### config.mk
export PLATFORM = sky130hd
export DESIGN_NAME = if_fetch_unit
export DESIGN_NICKNAME = d
export VERILOG_FILES = /design/src/rtl/if_fetch_unit_pkg.sv /design/src/rtl/if_fetch_unit_if_id_reg.sv /design/src/rtl/if_fetch_unit.sv
export SDC_FILE = /design/constraint.sdc
export NUM_CORES = 1
export LEC_CHECK = 0
export CAP_MARGIN = 20
export CELL_PAD_IN_SITES_DETAIL_PLACEMENT = 1
export CELL_PAD_IN_SITES_GLOBAL_PLACEMENT = 1
export CORE_ASPECT_RATIO = 1.4
export CORE_MARGIN = 5
export CORE_UTILIZATION = 30
export CTS_CLUSTER_SIZE = 16
export DETAILED_ROUTE_END_ITERATION = 12
export GPL_ROUTABILITY_DRIVEN = 0
export GPL_TIMING_DRIVEN = 0
export PLACE_DENSITY = 0.84
export SYNTH_ARGS = -nofsm -noshare
export SYNTH_HDL_FRONTEND = slang
export SYNTH_SLANG_ARGS = --single-unit
### constraint.sdc
create_clock -name clk -period 2.9 [get_ports clk]
set_input_delay 0.58 -clock clk [delete_from_list [all_inputs] [get_ports clk]]
set_output_delay 0.58 -clock clk [all_outputs]
set_load 0.01 [all_outputs]
### src/rtl/if_fetch_unit_pkg.sv
// Shared definitions for the instruction fetch slice.
//   - bus widths for instruction addresses and instruction words
//   - chip-enable encodings, zero word, bubble instruction, reset PC
//   - ifid_ctrl_e: per-cycle command for the IF/ID pipeline register
package if_fetch_unit_pkg;

    localparam int INST_ADDR_W = 32;
    localparam int INST_W      = 32;

    typedef logic [INST_ADDR_W-1:0] inst_addr_t;
    typedef logic [INST_W-1:0]      inst_t;

    localparam logic [31:0] ZERO_WORD    = 32'h0000_0000;
    localparam logic        CHIP_ENABLE  = 1'b1;
    localparam logic        CHIP_DISABLE = 1'b0;
    localparam inst_t       NOP_INST     = 32'h0000_0013;  // addi x0,x0,0
    localparam inst_addr_t  RESET_PC     = 32'h0000_0000;

    // What the IF/ID register does on the next edge.
    typedef enum logic [1:0] {
        IFID_LOAD   = 2'd0,
        IFID_HOLD   = 2'd1,
        IFID_BUBBLE = 2'd2
    } ifid_ctrl_e;

endpackage

### src/rtl/if_fetch_unit_if_id_reg.sv
// IF/ID pipeline register.
//   clk, rst      : clock, synchronous active-high reset
//   ctrl          : load {pc_in, inst_in}, hold, or insert a bubble
//   pc_in/inst_in : fetch PC and the ROM word for it
//   id_pc/id_inst/id_valid : registered outputs to the ID stage
// A bubble carries NOP with PC zero and valid low, so ID never mistakes
// it for a real instruction.
module if_id_reg
    import if_fetch_unit_pkg::*;
#(
    parameter inst_t NOP = NOP_INST
) (
    input  logic       clk,
    input  logic       rst,
    input  ifid_ctrl_e ctrl,
    input  inst_addr_t pc_in,
    input  inst_t      inst_in,
    output inst_addr_t id_pc,
    output inst_t      id_inst,
    output logic       id_valid
);

    always_ff @(posedge clk) begin
        if (rst) begin
            id_pc    <= ZERO_WORD;
            id_inst  <= NOP;
            id_valid <= 1'b0;
        end else begin
            case (ctrl)
                IFID_LOAD: begin
                    id_pc    <= pc_in;
                    id_inst  <= inst_in;
                    id_valid <= 1'b1;
                end
                IFID_HOLD: begin
                    id_pc    <= id_pc;
                    id_inst  <= id_inst;
                    id_valid <= id_valid;
                end
                default: begin
                    id_pc    <= ZERO_WORD;
                    id_inst  <= NOP;
                    id_valid <= 1'b0;
                end
            endcase
        end
    end

endmodule

### src/rtl/if_fetch_unit.sv
// Instruction fetch unit: drives the combinational instruction ROM and
// fills the IF/ID register.
//   clk, rst              : clock, synchronous active-high reset
//   stall_if / stall_id   : hold PC / hold IF/ID (stall_id implies stall_if)
//   flush, new_pc         : trap redirect, wins over everything but reset
//   branch_flag_i/_target : redirect request from ID
//   inst_i                : ROM word for pc_o, valid in the same cycle
//   ce_o, pc_o            : ROM chip enable and address
//   id_pc_o/id_inst_o/id_valid_o : IF/ID register contents
//   misalign_o/_addr_o    : pulse and address of a rejected misaligned target
//
// Redirect handshake: branch_flag_i is a request with an implicit ready of
// (!stall_id && !flush). It is consumed only on an edge where that ready is
// high; otherwise it is dropped and ID is responsible for re-presenting it.
// An aligned request consumed while IF is stalled parks in the pending
// register and is applied on the first unstalled edge.
module if_fetch_unit
    import if_fetch_unit_pkg::*;
#(
    parameter inst_addr_t RESET_PC = if_fetch_unit_pkg::RESET_PC,
    parameter inst_t      NOP_INST = if_fetch_unit_pkg::NOP_INST
) (
    input  logic       clk,
    input  logic       rst,
    input  logic       stall_if,
    input  logic       stall_id,
    input  logic       flush,
    input  inst_addr_t new_pc,
    input  logic       branch_flag_i,
    input  inst_addr_t branch_target_i,
    input  inst_t      inst_i,
    output logic       ce_o,
    output inst_addr_t pc_o,
    output inst_addr_t id_pc_o,
    output inst_t      id_inst_o,
    output logic       id_valid_o,
    output logic       misalign_o,
    output inst_addr_t misalign_addr_o
);

    logic       pend_valid;
    inst_addr_t pend_target;
    logic       stall_pc;
    logic       br_accept;
    logic       br_misaligned;
    logic       br_aligned;
    ifid_ctrl_e ifid_ctrl;

    // An ID stall without an IF stall is illegal; treat it as a full stall.
    assign stall_pc      = stall_if | stall_id;
    assign br_accept     = branch_flag_i & ~stall_id & ~flush;
    assign br_misaligned = br_accept & (branch_target_i[1:0] != 2'b00);
    assign br_aligned    = br_accept & (branch_target_i[1:0] == 2'b00);

    always_ff @(posedge clk) begin
        if (rst) begin
            ce_o            <= CHIP_DISABLE;
            pc_o            <= RESET_PC;
            pend_valid      <= 1'b0;
            pend_target     <= ZERO_WORD;
            misalign_o      <= 1'b0;
            misalign_addr_o <= ZERO_WORD;
        end else begin
            ce_o       <= CHIP_ENABLE;
            misalign_o <= br_misaligned;
            if (br_misaligned) begin
                misalign_addr_o <= branch_target_i;
            end

            if (flush) begin
                pc_o       <= new_pc;
                pend_valid <= 1'b0;
            end else if (ce_o == CHIP_DISABLE) begin
                // First enabled cycle fetches RESET_PC itself.
                pc_o <= RESET_PC;
            end else if (stall_pc) begin
                if (br_aligned) begin
                    pend_valid  <= 1'b1;
                    pend_target <= branch_target_i;
                end
            end else if (br_aligned) begin
                pc_o       <= branch_target_i;
                pend_valid <= 1'b0;
            end else if (pend_valid) begin
                pc_o       <= pend_target;
                pend_valid <= 1'b0;
            end else begin
                pc_o <= pc_o + 32'd4;
            end
        end
    end

    // Anything fetched in a cycle that redirects is wrong-path, so it
    // becomes a bubble rather than being loaded.
    always_comb begin
        ifid_ctrl = IFID_LOAD;
        if (flush) begin
            ifid_ctrl = IFID_BUBBLE;
        end else if (stall_id) begin
            ifid_ctrl = IFID_HOLD;
        end else if (stall_if || br_accept || pend_valid || ce_o == CHIP_DISABLE) begin
            ifid_ctrl = IFID_BUBBLE;
        end
    end

    if_id_reg #(
        .NOP (NOP_INST)
    ) u_if_id_reg (
        .clk      (clk),
        .rst      (rst),
        .ctrl     (ifid_ctrl),
        .pc_in    (pc_o),
        .inst_in  (inst_i),
        .id_pc    (id_pc_o),
        .id_inst  (id_inst_o),
        .id_valid (id_valid_o)
    );

    always_ff @(posedge clk) begin
        if (!rst) begin
            assert (!(stall_id && !stall_if));
        end
    end

endmodule

==> results of run 1 <==
==> cell usage after synthesis (9+ instances only) <==
cell type / instances / share of area
a211oi_1: 9 / 0.0092
dfxtp_1: 164 / 0.45
a221oi_1: 9 / 0.011
mux2i_1: 32 / 0.044
nor3_1: 24 / 0.016
buf_2: 12 / 0.0082
nor2_1: 134 / 0.069
o211ai_1: 9 / 0.0092
nor4_1: 11 / 0.0094
a22oi_1: 63 / 0.065
nand3_1: 26 / 0.018
o21ai_0: 18 / 0.012
a31oi_1: 14 / 0.012
a21oi_1: 66 / 0.045
clkbuf_1: 53 / 0.027
xnor2_1: 9 / 0.011
nand4_1: 13 / 0.011
nand2_1: 110 / 0.056
==> layer usage <==
metal  GRT usage  vias up  wire, um
li1            -     3681         -
met1       0.245     3945     11600
met2       0.382      343     16000
met3      0.0664       95      2440
met4       0.107        4      1520
met5           0        -        27
==> kinds of logic (layout without fill, tap and decap cells) <==
group           after synthesis  after routing  synth area share
xor+xnor                     13             13            0.0155
flops                       164            164             0.448
mux                          34             34            0.0468
compound gates              230            230             0.215
simple gates                358            358             0.226
buf+inv                      81            345            0.0470
fa+ha+maj                     1              1           0.00171
==> flip-flops by register name, indices dropped and copies added (netlist names) <==
register and count:
u_if_id_reg.id_valid 1, u_if_id_reg.id_inst 32, ce_o 1, misalign_addr_o 32, pend_valid 1, misalign_o 1
u_if_id_reg.id_pc 32, pend_target 32, pc_o 32
==> layout make-up <==
type	count	area, um^2
fillers	2886	13300
plain buffers	73	314
multi-input cells	636	3720
well taps	310	388
flip-flops and latches	164	3280
inverters	8	30.0
clock inverters	11	128
clock buffers	21	460
repair buffers	232	2320
==> metrics by stage <==
stage	setup WS [ps]	TNS (ps)	total power [uW]
after global routing	6.71	0	5530
after floorplan	655	0	2690
after CTS	115	0	5390
final	84.5	0	5340
after global placement	-679	-43880	3090
after detailed placement	-524	-18170	3100
==> layout by cell type (no fill, tap or decap), types with 4 or more instances in the layout <==
cell type	count
nor3_1	24
nand3_1	26
a31oi_1	14
xor2_1	4
o211ai_1	9
and3_1	7
mux2i_1	32
a21oi_1	66
or4_1	4
nand2_1	110
buf_2	12
a211oi_1	9
nor4_1	11
clkdlybuf4s50_1	231
nand4_1	13
a221oi_1	8
o32ai_1	5
o221a_2	6
clkinvlp_4	6
clkbuf_1	55
inv_1	7
a22oi_1	63
xnor2_1	9
nor2_1	134
o21ai_0	18
nand2b_1	6
clkbuf_16	17
dfxtp_1	164
==> power groups by stage <==
stage,logic [uW],clock network (uW),registers [uW]
floorplan,268,0,2420
global placement,670,0,2420
detailed placement,681,0,2420
CTS,686,2330,2370
global route,734,2430,2370
finish,690,2280,2370
==> worst max-delay path: stages <==
cell	delay (ps)
clkdlybuf4s50_1	630
nor3b_4	140
nand2_1	250
buf_2	280
clkbuf_1	450
nor2_1	90
o32ai_1	490
o221a_2	280
==> worst min-delay path by stage <==
stage	start	end	slack, ps
floorplan	pend_target[0]	pend_target[0]	440
global placement	misalign_addr_o[7]	misalign_addr_o[7]	440
detailed placement	misalign_addr_o[24]	misalign_addr_o[24]	450
CTS	misalign_addr_o[24]	misalign_addr_o[24]	460
global route	misalign_addr_o[17]	misalign_addr_o[17]	480
finish	misalign_addr_o[24]	misalign_addr_o[24]	460
==> repair_timing <==
| action | in CTS | in global routing |
|---|---|---|
| buffers inserted | 0 | 0 |
| gates resized for setup | 1 | 2 |
| endpoints found under the hold margin | 0 | 0 |
| endpoints found under the setup margin | 5 | 19 |
==> flow_summary.toml, run 1 <==
[floorplan]
die_area_um2 = 27700
chipHeight_um = 195
placementRows = 67
io_pins = 233
start_util = 0.306
die_x_um = 142
coreArea_um2 = 24000

[synth]
synthFlopType = "dfxtp_1"
ys_seq_elements = 164
syn_area_per_cell_um2 = 8.32
synth_edf_count = 0
synth.cell_area_um2 = 7330
yosysWarnings = 0
async_reset_ff_frac = 0
yosysSeqAreaShare = 0.448
syn_nets = 984
syn_inst = 881
ys_types = 66

[status]
outcome = "finished clean"

[pwr]
power_frac_clock = 0.427
power.share.combinational = 0.129
p_int_uw = 3940
p_switching_uw = 1400
p_per_area_nw_per_um2 = 502
seqPwrFrac = 0.444
p_sw_frac = 0.262
vdd_drop_max_mv = 0.406
leakagePower_uw = 0.00380

[timing]
hold_ws_ps = 456
min_period_ps = 2820
max_freq_mhz = 355
setup_viol_count_final = 0
hold_viol_final = 0
slew_headroom = 0.256
slew_viol_final = 0
rsz0062_at_grt = "no"
fin_worst_skew_ps = 12.2
fin_crit_sh = 0.971
worstMarginPinSlew_ps = 1110

[layout]
area_growth_pct = 45.3
stdcell_count = 1455
drive_gt1_frac = 0.0611
utilization = 0.444
final_area_um2 = 10600
antenna_cells = 0
nets = 1235

[routing]
via_per_inst = 5.55
drtAntennaViolNets = 0
dr_total_vias = 8068
wl_mm = 31.5
drt_iter0_drc = 709
routedWlPerCell_um = 21.7
first_pass_iters = 5
drc = 0

[cts]
tritoncts = "built"
hold_buffers = 0
htreeDepth = 4
cts_num_sinks = 164
clk_pin_slew_ps = 70
insertion_delay_ps = 440
cts_buffers = 17
ctsRootBufferMaster = "clkbuf_16"
cts_max_path_buffers = 2

[worst_setup_path]
r2r_start = "pc_o[2]"
worst-path-max-fanout = 10
start_kind = "input pin"
cp.required_ps = 3280
rrSetupSlack_ps = 230
cp-end-kind = "flop"
crit_path_start = "stall_id"
r2r_cells = 6
cp-endpoint = "pc_o[24]"
crit_type = "input pin to flop"
crit_arrival_ps = 3190
reg2reg_to = "pc_o[28]"

[grt]
grt_pass1_vias = 8487
grt_overflow_total = 0
track_usage = 0.221
grt_pass1_wl_mm = 47.8
antenna_found_initial = 2
grt_max_degree = 17

[run]
drv_cap = 0

[placement]
numPortBuffers = 231
dp_cells = 1423
placed_area_um2 = 10000
dp_hpwl_mm = 24.2

[min_path]
hp-class = "flop to flop"
worstHoldPathCells = 2
(Power assumes the default switching activity.)
==> inputs of run 2 (changes only) <==
--- a/config.mk
+++ b/config.mk
@@ -10,12 +10,13 @@
 export CELL_PAD_IN_SITES_GLOBAL_PLACEMENT = 1
 export CORE_ASPECT_RATIO = 1.4
 export CORE_MARGIN = 5
-export CORE_UTILIZATION = 30
+export CORE_UTILIZATION = 34
 export CTS_CLUSTER_SIZE = 16
 export DETAILED_ROUTE_END_ITERATION = 12
 export GPL_ROUTABILITY_DRIVEN = 0
 export GPL_TIMING_DRIVEN = 0
-export PLACE_DENSITY = 0.84
+export PLACE_DENSITY = 0.92
 export SYNTH_ARGS = -nofsm -noshare
 export SYNTH_HDL_FRONTEND = slang
 export SYNTH_SLANG_ARGS = --single-unit
+export TNS_END_PERCENT = 50
==> run 2 against run 1 <==
Worst hold slack improved by 6.5 ps; highest routed layer unchanged; final cell count down 3.4%; die area shrank 11%; core utilization up 5.6 points; fmax decreased by 2.4%; via count is 2.4% higher; clock skew shrank 2.8 ps; sequential cell count stayed put; worst setup slack lost 71 ps.
==> flow_summary.toml, run 2 (synthesis gave the netlist of run 1 again) <==
[worst_setup_path]
crit_arrival_ps = 3230
cp-end-kind = "flop"
crit_type = "input pin to flop"
cp.required_ps = 3240
start_kind = "input pin"
worst-path-max-fanout = 10
rrSetupSlack_ps = 250

[timing]
fin_crit_sh = 0.995
max_freq_mhz = 346
hold_viol_final = 0
rsz0062_at_grt = "yes"
worstMarginPinSlew_ps = 1070
min_period_ps = 2890
slew_headroom = 0.284
setup_viol_count_final = 0
slew_viol_final = 0
fin_worst_skew_ps = 9.41

[routing]
drtAntennaViolNets = 0
dr_total_vias = 8260
first_pass_iters = 5
routedWlPerCell_um = 23.0
drt_iter0_drc = 683
via_per_inst = 5.88
wl_mm = 32.3
drc = 0

[grt]
antenna_found_initial = 2
grt_pass1_wl_mm = 49.2
grt_overflow_total = 0
grt_max_degree = 17
track_usage = 0.256
grt_pass1_vias = 8868

[layout]
nets = 1235
drive_gt1_frac = 0.0620
layout_commonest_cell = "clkdlybuf4s50_1"
area_growth_pct = 44.8
mostFrequentLayoutCells = "clkdlybuf4s50_1 (231), dfxtp_1 (164), nor2_1 (134), nand2_1 (110), a21oi_1 (66)"
final_area_um2 = 10600
antenna_cells = 0

[floorplan]
chipHeight_um = 184
die_x_um = 134
io_pins = 233
placementRows = 63
start_util = 0.345
die_area_um2 = 24600
coreArea_um2 = 21200

[cts]
ctsRootBufferMaster = "clkbuf_16"
cts_buffers = 17
cts_num_sinks = 164
clk_pin_slew_ps = 70
insertion_delay_ps = 440
cts_max_path_buffers = 2
tritoncts = "built"
htreeDepth = 4
hold_buffers = 0

[pwr]
p_per_area_nw_per_um2 = 515
p_total_uw = 5460
power.share.combinational = 0.127
leakagePower_uw = 0.00383
p_sw_frac = 0.265
p_switching_uw = 1440
power_frac_clock = 0.439
vdd_drop_max_mv = 0.455
seqPwrFrac = 0.434
p_int_uw = 4020

[placement]
dp_hpwl_mm = 23.8
numPortBuffers = 231
placed_area_um2 = 9970

[status]
outcome = "finished clean"

[run]
drv_cap = 0

[min_path]
hp-class = "flop to flop"
[run 2: layer usage]
layer,global-route usage,part of all wire,vias to the layer above,wire length [um]
li1,-,-,3689,-
met4,0.143,0.055,4,1780
met3,0.0633,0.073,125,2360
met5,0,0.00043,-,14
met2,0.460,0.51,411,16400
met1,0.272,0.36,4031,11700
[run 2: what timing repair did]
| item | 4_1_cts | 5_1_grt |
|---|---|---|
| hold endpoints to repair | 0 | 0 |
| resized for setup | 1 | 2 |
| cloned | 0 | 0 |
| setup buffers | 0 | 0 |
| endpoints found under the setup margin | 4 | 28 |
[run 2: power groups by stage]
stage	combinational (uW)	sequential, uW	clock, uW
after global placement	662	2420	0
final	696	2370	2400
after floorplan	268	2420	0
after detailed placement	675	2420	0
after CTS	687	2370	2430
after global routing	732	2370	2520
[run 2: cell type report]
class                           instances  area [um^2]
Buffer                                 73          314
Inverter                                8         30.0
Clock inverter                         13          174
Timing Repair Buffer                  232         2320
Fill cell                            2471        10600
Tap cell                              260          325
Clock buffer                           19          443
Sequential cell                       164         3280
Multi-Input combinational cell        636         3720
[run 2: path summary, 6_finish.rpt]
path / cells after the start / end / startpoint
max: 7 / pc_o[19] / stall_id
max reg2reg: 7 / pc_o[24] / ce_o
min: 2 / misalign_addr_o[7] / misalign_addr_o[7]
min reg2reg: 2 / misalign_addr_o[7] / misalign_addr_o[7]
[run 2: critical path: stages]
cell             delay [ps]
clkdlybuf4s50_1         550
nor3b_4                 570
nand2_1                 340
buf_2                   300
a31oi_1                 430
o211ai_1                160
a211oi_1                290
[run 2: through the flow]
step / util / hold WS (ps) / setup TNS (ps) / setup slack [ps] / cells
floorplan: - / 444 / 0 / 655 / 881
global placement: 0.470 / 442 / -37130 / -604 / 1372
global route: 0.500 / 480 / -29.1 / -29.1 / 1405
CTS: 0.500 / 466 / 0 / 99.3 / 1405
finish: 0.500 / 462 / 0 / 13.9 / 1405
detailed placement: 0.470 / 450 / -16660 / -473 / 1373
